## src/rtl/sc_stream_scheduler_if.sv

```systemverilog
// Bundle of the scheduler's requester, shared-counter and bitstream signals.
// The master side feeds requests and the counter value; the slave side is the scheduler.
interface sc_stream_scheduler_if #(
  parameter int N    = 10,
  parameter int NREQ = 4,
  parameter int ID_W = 2
);
  logic [NREQ-1:0]   req;
  logic [NREQ*N-1:0] value;
  logic              abort;
  logic [N-1:0]      cnt_value;
  logic              cnt_enable;
  logic              cnt_restart;
  logic [NREQ-1:0]   grant;
  logic [ID_W-1:0]   owner;
  logic              busy;
  logic              bit_out;
  logic              bit_valid;
  logic              done;

  modport master (
    output req, value, abort, cnt_value,
    input  cnt_enable, cnt_restart, grant, owner, busy, bit_out, bit_valid, done
  );

  modport slave (
    input  req, value, abort, cnt_value,
    output cnt_enable, cnt_restart, grant, owner, busy, bit_out, bit_valid, done
  );
endinterface

```

## src/rtl/sc_stream_scheduler.sv

```systemverilog
// Round-robin owner of one shared up-counter: each grant runs a full BOUND+1 cycle
// epoch and emits bit = (count < latched operand) every RUN cycle.
module sc_stream_scheduler #(
  parameter int N     = 10,
  parameter int BOUND = 1000,
  parameter int NREQ  = 4,
  parameter int ID_W  = 2
) (
  input  logic                  clk,
  input  logic                  rst_n,
  sc_stream_scheduler_if.slave  bus
);

  typedef enum logic [1:0] {IDLE, LOAD, RUN, DONE} state_t;

  state_t          state, state_d;
  logic [ID_W-1:0] ptr, ptr_d;
  logic [ID_W-1:0] owner, owner_d;
  logic [NREQ-1:0] grant, grant_d;
  logic [N-1:0]    run_cnt, run_cnt_d;
  logic [N-1:0]    val_q;
  logic [ID_W:0]   pick;
  logic            take;

  // Returns {found, index}: first asserted request at or above p, wrapping.
  function automatic logic [ID_W:0] rr_pick(input logic [NREQ-1:0] r,
                                            input logic [ID_W-1:0] p);
    logic [2*NREQ-1:0] rot;
    logic [ID_W:0]     res;
    int                s;
    rot = {r, r} >> p;
    res = '0;
    for (int k = NREQ - 1; k >= 0; k--) begin
      if (rot[k]) begin
        s = int'(p) + k;
        if (s >= NREQ) s = s - NREQ;
        res = {1'b1, ID_W'(s)};
      end
    end
    return res;
  endfunction

  assign pick = rr_pick(bus.req, ptr);

  always_comb begin
    state_d   = state;
    ptr_d     = ptr;
    owner_d   = owner;
    grant_d   = grant;
    run_cnt_d = run_cnt;
    take      = 1'b0;
    unique case (state)
      IDLE, DONE: begin
        if (pick[ID_W]) begin
          take    = 1'b1;
          state_d = LOAD;
          grant_d = NREQ'(1) << pick[ID_W-1:0];
          owner_d = pick[ID_W-1:0];
          ptr_d   = (pick[ID_W-1:0] == ID_W'(NREQ - 1)) ? '0 : pick[ID_W-1:0] + 1'b1;
        end else begin
          state_d = IDLE;
          grant_d = '0;
          owner_d = '0;
        end
      end
      LOAD: begin
        if (bus.abort) begin
          state_d = IDLE;
          grant_d = '0;
          owner_d = '0;
        end else begin
          run_cnt_d = '0;
          state_d   = RUN;
        end
      end
      RUN: begin
        // Abort outranks completion on the final RUN cycle.
        if (bus.abort) begin
          state_d = IDLE;
          grant_d = '0;
          owner_d = '0;
        end else begin
          run_cnt_d = run_cnt + 1'b1;
          if (run_cnt == N'(BOUND)) state_d = DONE;
        end
      end
      default: state_d = IDLE;
    endcase
  end

  always_ff @(posedge clk) begin
    if (!rst_n) begin
      state   <= IDLE;
      ptr     <= '0;
      owner   <= '0;
      grant   <= '0;
      run_cnt <= '0;
    end else begin
      state   <= state_d;
      ptr     <= ptr_d;
      owner   <= owner_d;
      grant   <= grant_d;
      run_cnt <= run_cnt_d;
    end
  end

  // Operand is pure data: latched on grant, never needs a reset value.
  always_ff @(posedge clk) begin
    if (take) val_q <= bus.value[pick[ID_W-1:0]*N +: N];
  end

  assign bus.grant       = grant;
  assign bus.owner       = owner;
  assign bus.busy        = (state != IDLE);
  assign bus.cnt_restart = (state == IDLE) || (state == LOAD);
  assign bus.cnt_enable  = (state == RUN) && !bus.abort;
  assign bus.bit_valid   = (state == RUN);
  assign bus.bit_out     = (state == RUN) && (bus.cnt_value < val_q);
  assign bus.done        = (state == DONE);

endmodule
```

## src/flat_wrapper.sv

```systemverilog
// flat-port wrapper written by rule: the top's interface ports become plain ports
module sc_stream_scheduler_flat 
#(
  parameter int N     = 10,
  parameter int BOUND = 1000,
  parameter int NREQ  = 4,
  parameter int ID_W  = 2
)
  (clk, rst_n, bus_req, bus_value, bus_abort, bus_cnt_value, bus_cnt_enable, bus_cnt_restart, bus_grant, bus_owner, bus_busy, bus_bit_out, bus_bit_valid, bus_done);
  sc_stream_scheduler_if #(.N(N), .NREQ(NREQ), .ID_W(ID_W)) bus_i ();
  input  logic clk;
  input  logic rst_n;
  input wire logic [$bits(bus_i.req)-1:0] bus_req;
  input wire logic [$bits(bus_i.value)-1:0] bus_value;
  input wire logic [$bits(bus_i.abort)-1:0] bus_abort;
  input wire logic [$bits(bus_i.cnt_value)-1:0] bus_cnt_value;
  output wire logic [$bits(bus_i.cnt_enable)-1:0] bus_cnt_enable;
  output wire logic [$bits(bus_i.cnt_restart)-1:0] bus_cnt_restart;
  output wire logic [$bits(bus_i.grant)-1:0] bus_grant;
  output wire logic [$bits(bus_i.owner)-1:0] bus_owner;
  output wire logic [$bits(bus_i.busy)-1:0] bus_busy;
  output wire logic [$bits(bus_i.bit_out)-1:0] bus_bit_out;
  output wire logic [$bits(bus_i.bit_valid)-1:0] bus_bit_valid;
  output wire logic [$bits(bus_i.done)-1:0] bus_done;
  assign bus_i.req = bus_req;
  assign bus_i.value = bus_value;
  assign bus_i.abort = bus_abort;
  assign bus_i.cnt_value = bus_cnt_value;
  assign bus_cnt_enable = bus_i.cnt_enable;
  assign bus_cnt_restart = bus_i.cnt_restart;
  assign bus_grant = bus_i.grant;
  assign bus_owner = bus_i.owner;
  assign bus_busy = bus_i.busy;
  assign bus_bit_out = bus_i.bit_out;
  assign bus_bit_valid = bus_i.bit_valid;
  assign bus_done = bus_i.done;
  sc_stream_scheduler #(.N(N), .BOUND(BOUND), .NREQ(NREQ), .ID_W(ID_W)) u_core (.clk(clk), .rst_n(rst_n), .bus(bus_i));
endmodule
```

## config.mk

```make
export PLATFORM = sky130hd
export DESIGN_NAME = sc_stream_scheduler_flat
export DESIGN_NICKNAME = d
export VERILOG_FILES = /design/src/rtl/sc_stream_scheduler_if.sv /design/src/rtl/sc_stream_scheduler.sv /design/src/flat_wrapper.sv
export SDC_FILE = /design/constraint.sdc
export NUM_CORES = 1
export LEC_CHECK = 0
export CAP_MARGIN = 15
export CORE_MARGIN = 3
export CORE_UTILIZATION = 60
export DETAILED_ROUTE_END_ITERATION = 16
export DONT_BUFFER_PORTS = 1
export GPL_ROUTABILITY_DRIVEN = 1
export PLACE_DENSITY_LB_ADDON = 0.15
export SLEW_MARGIN = 15
export SYNTH_ARGS = -nofsm -noshare
export SYNTH_HDL_FRONTEND = slang
export SYNTH_SLANG_ARGS = --single-unit
```

## constraint.sdc

```tcl
create_clock -name clk -period 3.4 [get_ports clk]
set_clock_uncertainty 0.15 [all_clocks]
set_input_delay 0.34 -clock clk [delete_from_list [all_inputs] [get_ports clk]]
set_output_delay 0.34 -clock clk [all_outputs]
set_load 0.01 [all_outputs]
```

After elaboration in Yosys (flattened, before gate mapping)
Index checks and enable logic that the tools add are counted.
- register bits: 30
- input port bits: 57
- output and inout bits: 12
- logic and storage cells: 69
- add/subtract/negate cells: 9
- $mul: 1
- order comparisons: 5
- equal/unequal tests: 9
- shifts and indexed selects: 3
- multiplexer cells: 25
- reduce and logical (&&, ||, !) cells: 11
- operators with widths (operator ; count):
    40-bit by 7-bit indexed part select with 10-bit output ; 1
    10-bit two-way mux ; 2
    2-bit two-way mux ; 10
    10-bit case mux with 2 select lines ; 1
    3-bit two-way mux ; 4
    10-bit by 1-bit adder with 10-bit output, second input constant ; 1
    10-bit == test, second input constant ; 1
    10-bit < comparator ; 1
    3-bit greater-or-equal comparator, second input constant ; 3
    4-bit two-way mux ; 2
    4-bit case mux with 2 select lines ; 1
    8-bit by 2-bit right shift with 4-bit output ; 1
    2-bit by 1-bit subtractor with 2-bit output, second input constant ; 4
    2-bit by 2-bit adder with 3-bit output, second input constant ; 2
    2-bit == test, second input constant ; 3
    2-bit case mux with 3 select lines ; 1
    2-bit by 3-bit multiplier with 5-bit output, second input constant ; 1
    2-bit != test, second input constant ; 2
    2-bit case mux with 2 select lines ; 1
    2-bit nonzero test ; 2
    2-bit OR reduction ; 2
    1-bit by 2-bit << shifter with 4-bit output, first input constant ; 1
    2-bit by 1-bit adder with 3-bit output, second input constant ; 1
    2-bit by 3-bit greater-or-equal comparator with 1-bit output, second input constant ; 1
    other kinds (11) ; 14

Depth between registers and ports, before layout
Gate-level depths: netlist of the first run.
- word-level depth: 10
- gate-level depth with buffers: 8
- gate-level depth less buffers: 7

Worst setup path before layout of the first run
No wires, ideal clock.
- path kind: reg2reg
- from: register u_core.state[0]
- to: register u_core.grant[1], in the netlist u_core.bus.grant[1]
- setup time: 0.087 ns
- data arrival time: 1.904 ns
- data required time: 3.163 ns
- setup slack: 1.259 ns
- stages on the path, launching flop included: 7
- path buffers: 1
- period minus slack after synthesis: 2.141 ns
- cell sequence: dfxtp_1 > inv_1 > ha_1 > clkbuf_1 > nor2_1 > nand2_1 > o31ai_1
- longest elaborated chain between the ends: 3
- elaborated cells on any way between the ends: 8
- those cells by class: eq/ne: 4; mux: 1; reduce/logical: 3
- RTL lines (item ; line ; RTL):
    from (decl) ; sc_stream_scheduler.sv:16 ; state_t state, state_d;
    from (signal assigned) ; sc_stream_scheduler.sv:99 ; state <= state_d;
    2-bit == test, or another cell as far along ; sc_stream_scheduler.sv:52 ; unique case (state)
    2-bit OR reduction (on tied branches) ; - ;
    4-bit case mux with 2 select lines / 2-bit by 1-bit != test with 1-bit output (equally long branches) ; - ;
    to (signal assigned) ; sc_stream_scheduler.sv:102 ; grant <= grant_d;
    to (decl) ; sc_stream_scheduler.sv:19 ; logic [NREQ-1:0] grant, grant_d;
Several ways; a longest one is shown, not always the timed one.
A chain may end at the register's enable or synchronous reset.

Final worst setup path of the first run
- from: register u_core.state[0]
- to: register u_core.run_cnt[1]
- longest elaborated chain between the ends: 3
- elaborated cells on any way between the ends: 7
- those cells by class: eq/ne: 4; mux: 1; reduce/logical: 2
- RTL lines (item ; line ; RTL):
    2-bit == test * ; - ;
    via bus_bit_valid ; flat_wrapper.sv:23 ; output wire logic [$bits(bus_i.bit_valid)-1:0] bus_bit_valid;
    2-bit != test (no source line) / 2-bit nonzero test (equally long branches) ; - ;
    3-bit AND reduction (no source line) ; - ;
    to (signal assigned) ; sc_stream_scheduler.sv:103 ; run_cnt <= run_cnt_d;
    to (decl) ; sc_stream_scheduler.sv:20 ; logic [N-1:0] run_cnt, run_cnt_d;
Mark *: on every way through the listed nets, which the timed path passes. The rest lies on a longest branch.

==> results of run 1 <==
-- logic make-up after synthesis --
logic type,count (synthesis),share of synthesized area (%)
compound gates,37,12.73
xor+xnor,6,2.813
fa+ha+maj,16,10.72
buf+inv,25,5.893
flops,30,37.51
mux,31,16.61
simple gates,52,13.73
-- layout make-up --
cell class / count / area [sq um] / area share (%)
clock buffer: 6 / 62.56 / 3.183
clock inverter: 2 / 10.01 / 0.5092
inverter: 19 / 71.32 / 3.628
multi-input combinational: 142 / 1057 / 53.79
sequential: 30 / 700.7 / 35.65
tap: 31 / 38.79 / 1.973
timing repair buffer: 3 / 25.02 / 1.273
-- Yosys cell counts, types with 2 or more instances --
cell type  instances  area, sq um
inv_1             17        63.81
buf_4              2        15.01
ha_1              16        200.2
edfxtp_1          10        300.3
nand2b_1           2        12.51
nand4_1            4        25.02
nor2_1            11        41.29
o21ai_0            8        40.04
mux2i_1           31        310.3
or3_1              3        18.77
nor3_1             3        15.01
nand3b_1           2        15.01
nand3_1            5        25.02
o21ai_1            2        10.01
a211oi_1           2        15.01
dfxtp_1           20        400.4
nor2b_1            3        18.77
clkbuf_1           2        7.510
a21oi_1           16        80.08
xnor2_1            5        43.79
a22oi_1            2        15.01
nand2_1           14        52.55
-- registers in the layout, indices dropped and copies added, names as in the netlist --
register and flops:
u_core.bus.owner 2, u_core.val_q 10, u_core.bus.grant 4, u_core.ptr 2, u_core.state 2, u_core.run_cnt 10
-- routing by layer --
metal  track usage (%)  routed length [um]  up-vias
met1             26.45                1564      649
met4             6.061                  35        0
li1                  -                   -      706
met2             38.86                2140       41
met5                 0                   0        -
met3             8.058                 259        5
-- through the flow --
| stage | std cells | util [%] | total power, W | hold WS [ns] |
|---|---|---|---|---|
| 6_report | 233 | 68.90 | 0.0009328 | 0.09224 |
| 5_1_grt | 233 | 68.90 | 0.0009890 | 0.09598 |
| 4_1_cts | 233 | 68.90 | 0.0009398 | 0.07746 |
| 3_5_place_dp | 224 | 66.01 | 0.0006878 | 0.3361 |
| 3_3_place_gp | 224 | 66.01 | 0.0006705 | 0.3256 |
| 2_1_floorplan | 197 | - | 0.0006441 | 0.3076 |
-- power groups by stage --
stage	logic, W	registers [W]	clock network (W)
after floorplan	0.000198	0.000446	0
after global routing	0.000263	0.000449	0.000276
after global placement	0.000220	0.000450	0
after CTS	0.000238	0.000444	0.000257
after detailed placement	0.000235	0.000452	0
final	0.000235	0.000444	0.000253
-- worst max-delay path by stage --
stage,from,endpoint,slack [ns],cells after the start
floorplan,u_core.state[0]$_SDFFE_PN0P_,u_core.bus.grant[1]$_SDFFE_PN0P_,1.26,6
global placement,u_core.state[1]$_SDFFE_PN0P_,u_core.state[1]$_SDFFE_PN0P_,1.29,6
detailed placement,u_core.state[0]$_SDFFE_PN0P_,u_core.run_cnt[1]$_SDFFE_PN0P_,1.16,6
CTS,u_core.state[0]$_SDFFE_PN0P_,u_core.run_cnt[1]$_SDFFE_PN0P_,1.10,6
global route,u_core.state[0]$_SDFFE_PN0P_,u_core.run_cnt[1]$_SDFFE_PN0P_,0.91,6
finish,u_core.state[0]$_SDFFE_PN0P_,u_core.run_cnt[1]$_SDFFE_PN0P_,1.10,6
-- cell usage in the layout (no fill, tap or decap), types with 2 or more instances in the layout --
cell / synthesis / final
nand4_1: 4 / 4
mux2i_1: 31 / 31
dfxtp_1: 20 / 20
a21oi_1: 16 / 16
nand2_1: 14 / 14
clkbuf_4: 0 / 5
nor2_1: 11 / 11
inv_1: 17 / 17
ha_1: 16 / 16
o21ai_1: 2 / 2
a22oi_1: 2 / 2
nand3b_1: 2 / 2
nor2b_1: 3 / 3
a211oi_1: 2 / 2
clkinv_2: 0 / 2
nand2b_1: 2 / 2
or3_1: 3 / 3
o21ai_0: 8 / 8
buf_4: 2 / 2
nand3_1: 5 / 5
xnor2_1: 5 / 5
nor3_1: 3 / 3
edfxtp_1: 10 / 10
==> out/metrics.yaml, run 1 <==
detailed_routing:
  drt-initial-drc-count: 58
  vias_per_cell: 6.013
  antenna_left: 0
  vias: 1401
  drc_errors: 0
  firstDrtPassIters: 4
  wirelength_um: 4000
  wl_per_cell_um: 17.17
clock_tree:
  clkTransAtPathRegs_ns: 0.10
  clock_latency_ns: 0.34
  post_cts.repair.setup_buffers: 0
  clk_path_buf_depth: 2
  numCtsBuffers: 5
  cts_sinks: 30
  htreeDepth: 2
  post_cts_resized: 0
  tritoncts: "yes"
  holdBufCountCts: 1
  root_buffer: "clkbuf_4"
floorplan:
  start_util_pct: 65.48
  die_y_um: 61.80
  die_w_um: 61.80
  die_area_sq_um: 3819
  num_rows: 19
  coreArea_sq_um: 2853
  num_io_pins: 69
synth:
  ys_seq_area_share_pct: 37.51
  postSynthAreaPerCell_sq_um: 9.482
  ys_async_sr_fraction_pct: 0
  synth-seq-cells: 30
  syn_inst: 197
  synthFlopType: "dfxtp_1"
  synthDistinctLibCells: 39
  syn_area_sq_um: 1868
  synth_fp_nets: 270
  ys_warn_count: 0
  synth_edf_count: 10
placed_design:
  place_area_sq_um: 1883
  pre_cts_ws_ns: 1.163
  gp_congestion: 0.8120
  portBuffers: 0
  dp_hpwl_um: 3110
timing:
  worst_slew_pin_slew_ns: 0.6399
  rsz0062_at_grt: "no"
  hold_viol_final: 0
  timing.final.ws_setup_ns: 1.101
  slew_viol_final: 0
  timing.fmax_mhz: 434.9
  fin_crit_ns: 2.299
  fin_setup_tns_ns: 0
  finalCritPeriodShare_pct: 67.63
  setup_viol: 0
  relSlewSlack_pct: 57.06
worst_setup_path:
  crit_required_ns: 3.44
  r2r_slack_ns: 1.10
  slowest_delay_ns: 0.54
  cp_num_buf_inv: 1
  crit_slowest_cell: "o21ai_1"
  crit_path_end_kind: "flip-flop"
  reg2reg_to: "u_core.run_cnt[1]$_SDFFE_PN0P_"
  worst_path_most_repeated_cell: "o21ai_1"
  cpLargestDelayFamily: "compound AO/OA/AOI/OAI gates"
  path_cells: "inv_1, ha_1, o21ai_1, nand2_1, o21ai_1, a21oi_1"
  crit_fanout: 9
  path_class: "flip-flop to flip-flop"
  crit_arrival_ns: 2.34
  reg2regPathDepth: 6
  reg2reg_from: "u_core.state[0]$_SDFFE_PN0P_"
  worstSetupStartpointType: "flip-flop"
pwr:
  vdd_drop_max_mv: 0.3465
  pwr-share-seq_pct: 47.6
  power.internal_w: 0.0006468
  p_sw_share_pct: 30.66
  leakagePower_nw: 0.7754
  pwr-share-comb_pct: 25.2
  power.net_switching_w: 0.0002860
  power_density_nw_per_um2: 474.6
  clockPowerShare_pct: 27.1
min_path:
  worstHoldStart: "rst_n"
  whs_endpoint: "u_core.bus.owner[0]$_SDFFE_PN0P_"
  hold_path_depth: 2
  hold_path_class: "input port to flip-flop"
layout:
  drive_above_1_share_pct: 7.921
  area_growth_pct: 5.225
  fillCellCount: 240
  fin_nets: 274
  diodes: 0
  finalInstanceArea_sq_um: 1966
flow_run:
  cap_violations: 0
grt:
  grt_max_degree: 26
  antenna_found_initial: 0
  grt_use_total_pct: 22.51
  overflow: 0
  grt_first_pass_wirelength_um: 6251
  grt_pass1_vias: 1417
run_status:
  outcome: "finished, final reports clean"
Power figures use the tool's default switching activity.
==> run 2: changes to the inputs <==
--- a/config.mk
+++ b/config.mk
@@ -7,7 +7,7 @@
 export LEC_CHECK = 0
 export CAP_MARGIN = 15
 export CORE_MARGIN = 3
-export CORE_UTILIZATION = 60
+export CORE_UTILIZATION = 57
 export DETAILED_ROUTE_END_ITERATION = 16
 export DONT_BUFFER_PORTS = 1
 export GPL_ROUTABILITY_DRIVEN = 1
==> constraint.sdc (replaced) <==
create_clock -name clk -period 2.03 [get_ports clk]
set_clock_uncertainty 0.15 [all_clocks]
set_input_delay 0.203 -clock clk [delete_from_list [all_inputs] [get_ports clk]]
set_output_delay 0.203 -clock clk [all_outputs]
set_load 0.01 [all_outputs]
==> run 2 against run 1 <==
Die area rose by 4.7%. Sequential share of layout area fell by 1.7 points. First-iteration DRC count fell by 40%. Sequential cell count did not move. Register-to-register slack got worse by 0.97 ns. Total power rose by 65%. Non-clock buffer count rose by 7. Global-route usage fell by 1.2 points. Utilization fell by 1.7 points. Worst hold slack got worse by 0.080 ns. Critical endpoint is now bus_bit_out.
==> out/metrics.yaml, run 2 (synthesis gave the netlist of run 1 again) <==
grt:
  antenna_found_initial: 0  # unchanged
  grt_first_pass_wirelength_um: 6699  # +7.2%
  grt_use_total_pct: 21.28  # -1.2 points
  grt_pass1_vias: 1479  # +4.4%
  grt_max_degree: 26  # unchanged
  overflow: 0  # unchanged
min_path:
  hold_path_class: "input port to flip-flop"
pwr:
  p_sw_share_pct: 31.76  # +1.1 points
  vdd_drop_max_mv: 0.5326  # +54%
  power.net_switching_w: 0.0004889  # +71%
  power.internal_w: 0.001050  # +62%
  clockPowerShare_pct: 21.6  # -5.5 points
  power_density_nw_per_um2: 744.6  # +57%
  pwr-share-comb_pct: 30.1  # +4.9 points
  leakagePower_nw: 0.8020  # +3.4%
  pwr-share-seq_pct: 48.3  # +0.7 points
placed_design:
  portBuffers: 0  # unchanged
  dp_hpwl_um: 3352  # +7.8%
  gp_congestion: 0.8174  # +0.67%
  dp_cells: 244  # +8.9%
timing:
  timing.fmax_mhz: 500.3
  rsz0062_at_grt: "yes"
  relSlewSlack_pct: 59.68  # +2.6 points
  finalCritPeriodShare_pct: 98.47
  fin_setup_tns_ns: 0  # unchanged
  fin_crit_ns: 1.999
  hold_viol_final: 0  # unchanged
  slew_viol_final: 0  # unchanged
  setup_viol: 0  # unchanged
  worst_slew_pin_slew_ns: 0.5993  # -0.04060 ns
clock_tree:
  tritoncts: "yes"
  clkTransAtPathRegs_ns: 0.09  # about the same
  cts_sinks: 30  # unchanged
  clk_path_buf_depth: 2  # unchanged
  numCtsBuffers: 5  # unchanged
  htreeDepth: 2  # unchanged
  root_buffer: "clkbuf_4"
  clock_latency_ns: 0.32  # -0.02 ns
  post_cts.repair.setup_buffers: 0  # unchanged
layout:
  fin_cells: 253  # +8.6%
  fin_nets: 281  # +2.6%
  final_common_cell: "mux2i_1"
  diodes: 0  # unchanged
  largestRegisters: "u_core.run_cnt: 10 flops, u_core.val_q: 10 flops, u_core.bus.grant: 4 flops"
  most-common-layout-cells: "mux2i_1, dfxtp_1, inv_1"
  area_growth_pct: 10.65
  fillCellCount: 264  # +10%
  seq_area_sq_um: 701.9  # +0.18%
  final_core_util_pct: 67.15  # -1.7 points
  multi_input_area_sq_um: 1110  # +5.0%
  drive_above_1_share_pct: 15.31  # +7.4 points
floorplan:
  die_area_sq_um: 4000  # +4.7%
  die_y_um: 63.25  # +2.3%
  num_rows: 20  # +1
  start_util_pct: 60.69  # -4.8 points
  die_w_um: 63.25  # +2.3%
  num_io_pins: 69  # unchanged
  coreArea_sq_um: 3078  # +7.9%
worst_setup_path:
  path_class: "flip-flop to output pin"
  crit_required_ns: 1.68  # -1.76 ns
  crit_fanout: 2  # -7
  worstSetupStartpointType: "flip-flop"
  crit_path_end_kind: "output pin"
  crit_arrival_ns: 1.65  # -0.69 ns
detailed_routing:
  antenna_left: 0  # unchanged
  firstDrtPassIters: 4  # unchanged
  drt-initial-drc-count: 35  # -40%
  wl_per_cell_um: 16.67  # -2.9%
  vias_per_cell: 5.802  # -3.5%
  vias: 1468  # +4.8%
  drc_errors: 0  # unchanged
  wirelength_um: 4217  # +5.4%
flow_run:
  cap_violations: 0  # unchanged
run_status:
  outcome: "finished, final reports clean"
[run 2: cell types whose count changed in the layout (fill, tap and decap cells not counted), sizes merged]
cell,previous run,this run
buf,2,9
[run 2: path summary, 6_finish.rpt]
kind	startpoint	to	slack (ns)	depth (start not counted)
worst max-delay path	u_core.val_q[3]$_DFFE_PP_	bus_bit_out	0.03	5
worst min register to register	u_core.run_cnt[0]$_SDFFE_PN0P_	u_core.run_cnt[0]$_SDFFE_PN0P_	0.33	2
worst max register to register	u_core.ptr[1]$_SDFFE_PN0P_	u_core.val_q[7]$_DFFE_PP_	0.13	5
worst min-delay path	bus_value[2]	u_core.val_q[2]$_DFFE_PP_	0.01	2
[run 2: per-stage QoR]
step                instance area [sq um]  power [W]  setup WS [ns]  hold WS, ns
finish                               2067   0.001539        0.03113      0.01198
CTS                                  2021   0.001506       0.008527      0.01944
global placement                     1954   0.001144         0.1217       0.2002
global route                         2067   0.001624       -0.07675      0.02679
detailed placement                   1954   0.001176        0.08124       0.1998
floorplan                            1871   0.001080        0.07458       0.1914
[run 2: power groups by stage]
stage	Sequential [W]	Clock (W)	Combinational [W]
after floorplan	0.000746	0	0.000333
after global placement	0.000753	0	0.000391
after detailed placement	0.000756	0	0.000420
after CTS	0.000742	0.000335	0.000429
after global routing	0.000752	0.000352	0.000520
final	0.000743	0.000332	0.000463
[run 2: metal layers]
metal	GRT usage, %	vias to the layer above	routed length (um)
li1	-	724	-
met1	23.43	696	1691
met2	40.18	44	2228
met3	4.813	4	255
met4	6.469	0	42
met5	0	-	0
[run 2: critical path, stage by stage, from the launching register on]
cell and delay (ns):
edfxtp_1 0.39, inv_2 0.08, ha_4 0.20, a2111oi_4 0.35, o21ai_2 0.10, a21oi_2 0.20
[run 2: cell type report]
type | count | area share (%)
Sequential cell | 30 | 33.96
Clock buffer | 6 | 1.998
Multi-Input combinational cell | 142 | 53.69
Inverter | 19 | 3.450
Timing Repair Buffer | 10 | 3.753
Tap cell | 44 | 2.663
Clock inverter | 2 | 0.4843
[run 2: timing repair]
action,in CTS,in global routing
pin swaps,0,3
resized for setup,3,9
hold endpoints to repair,8,0
hold buffers,1,0
setup endpoints to repair,1,15
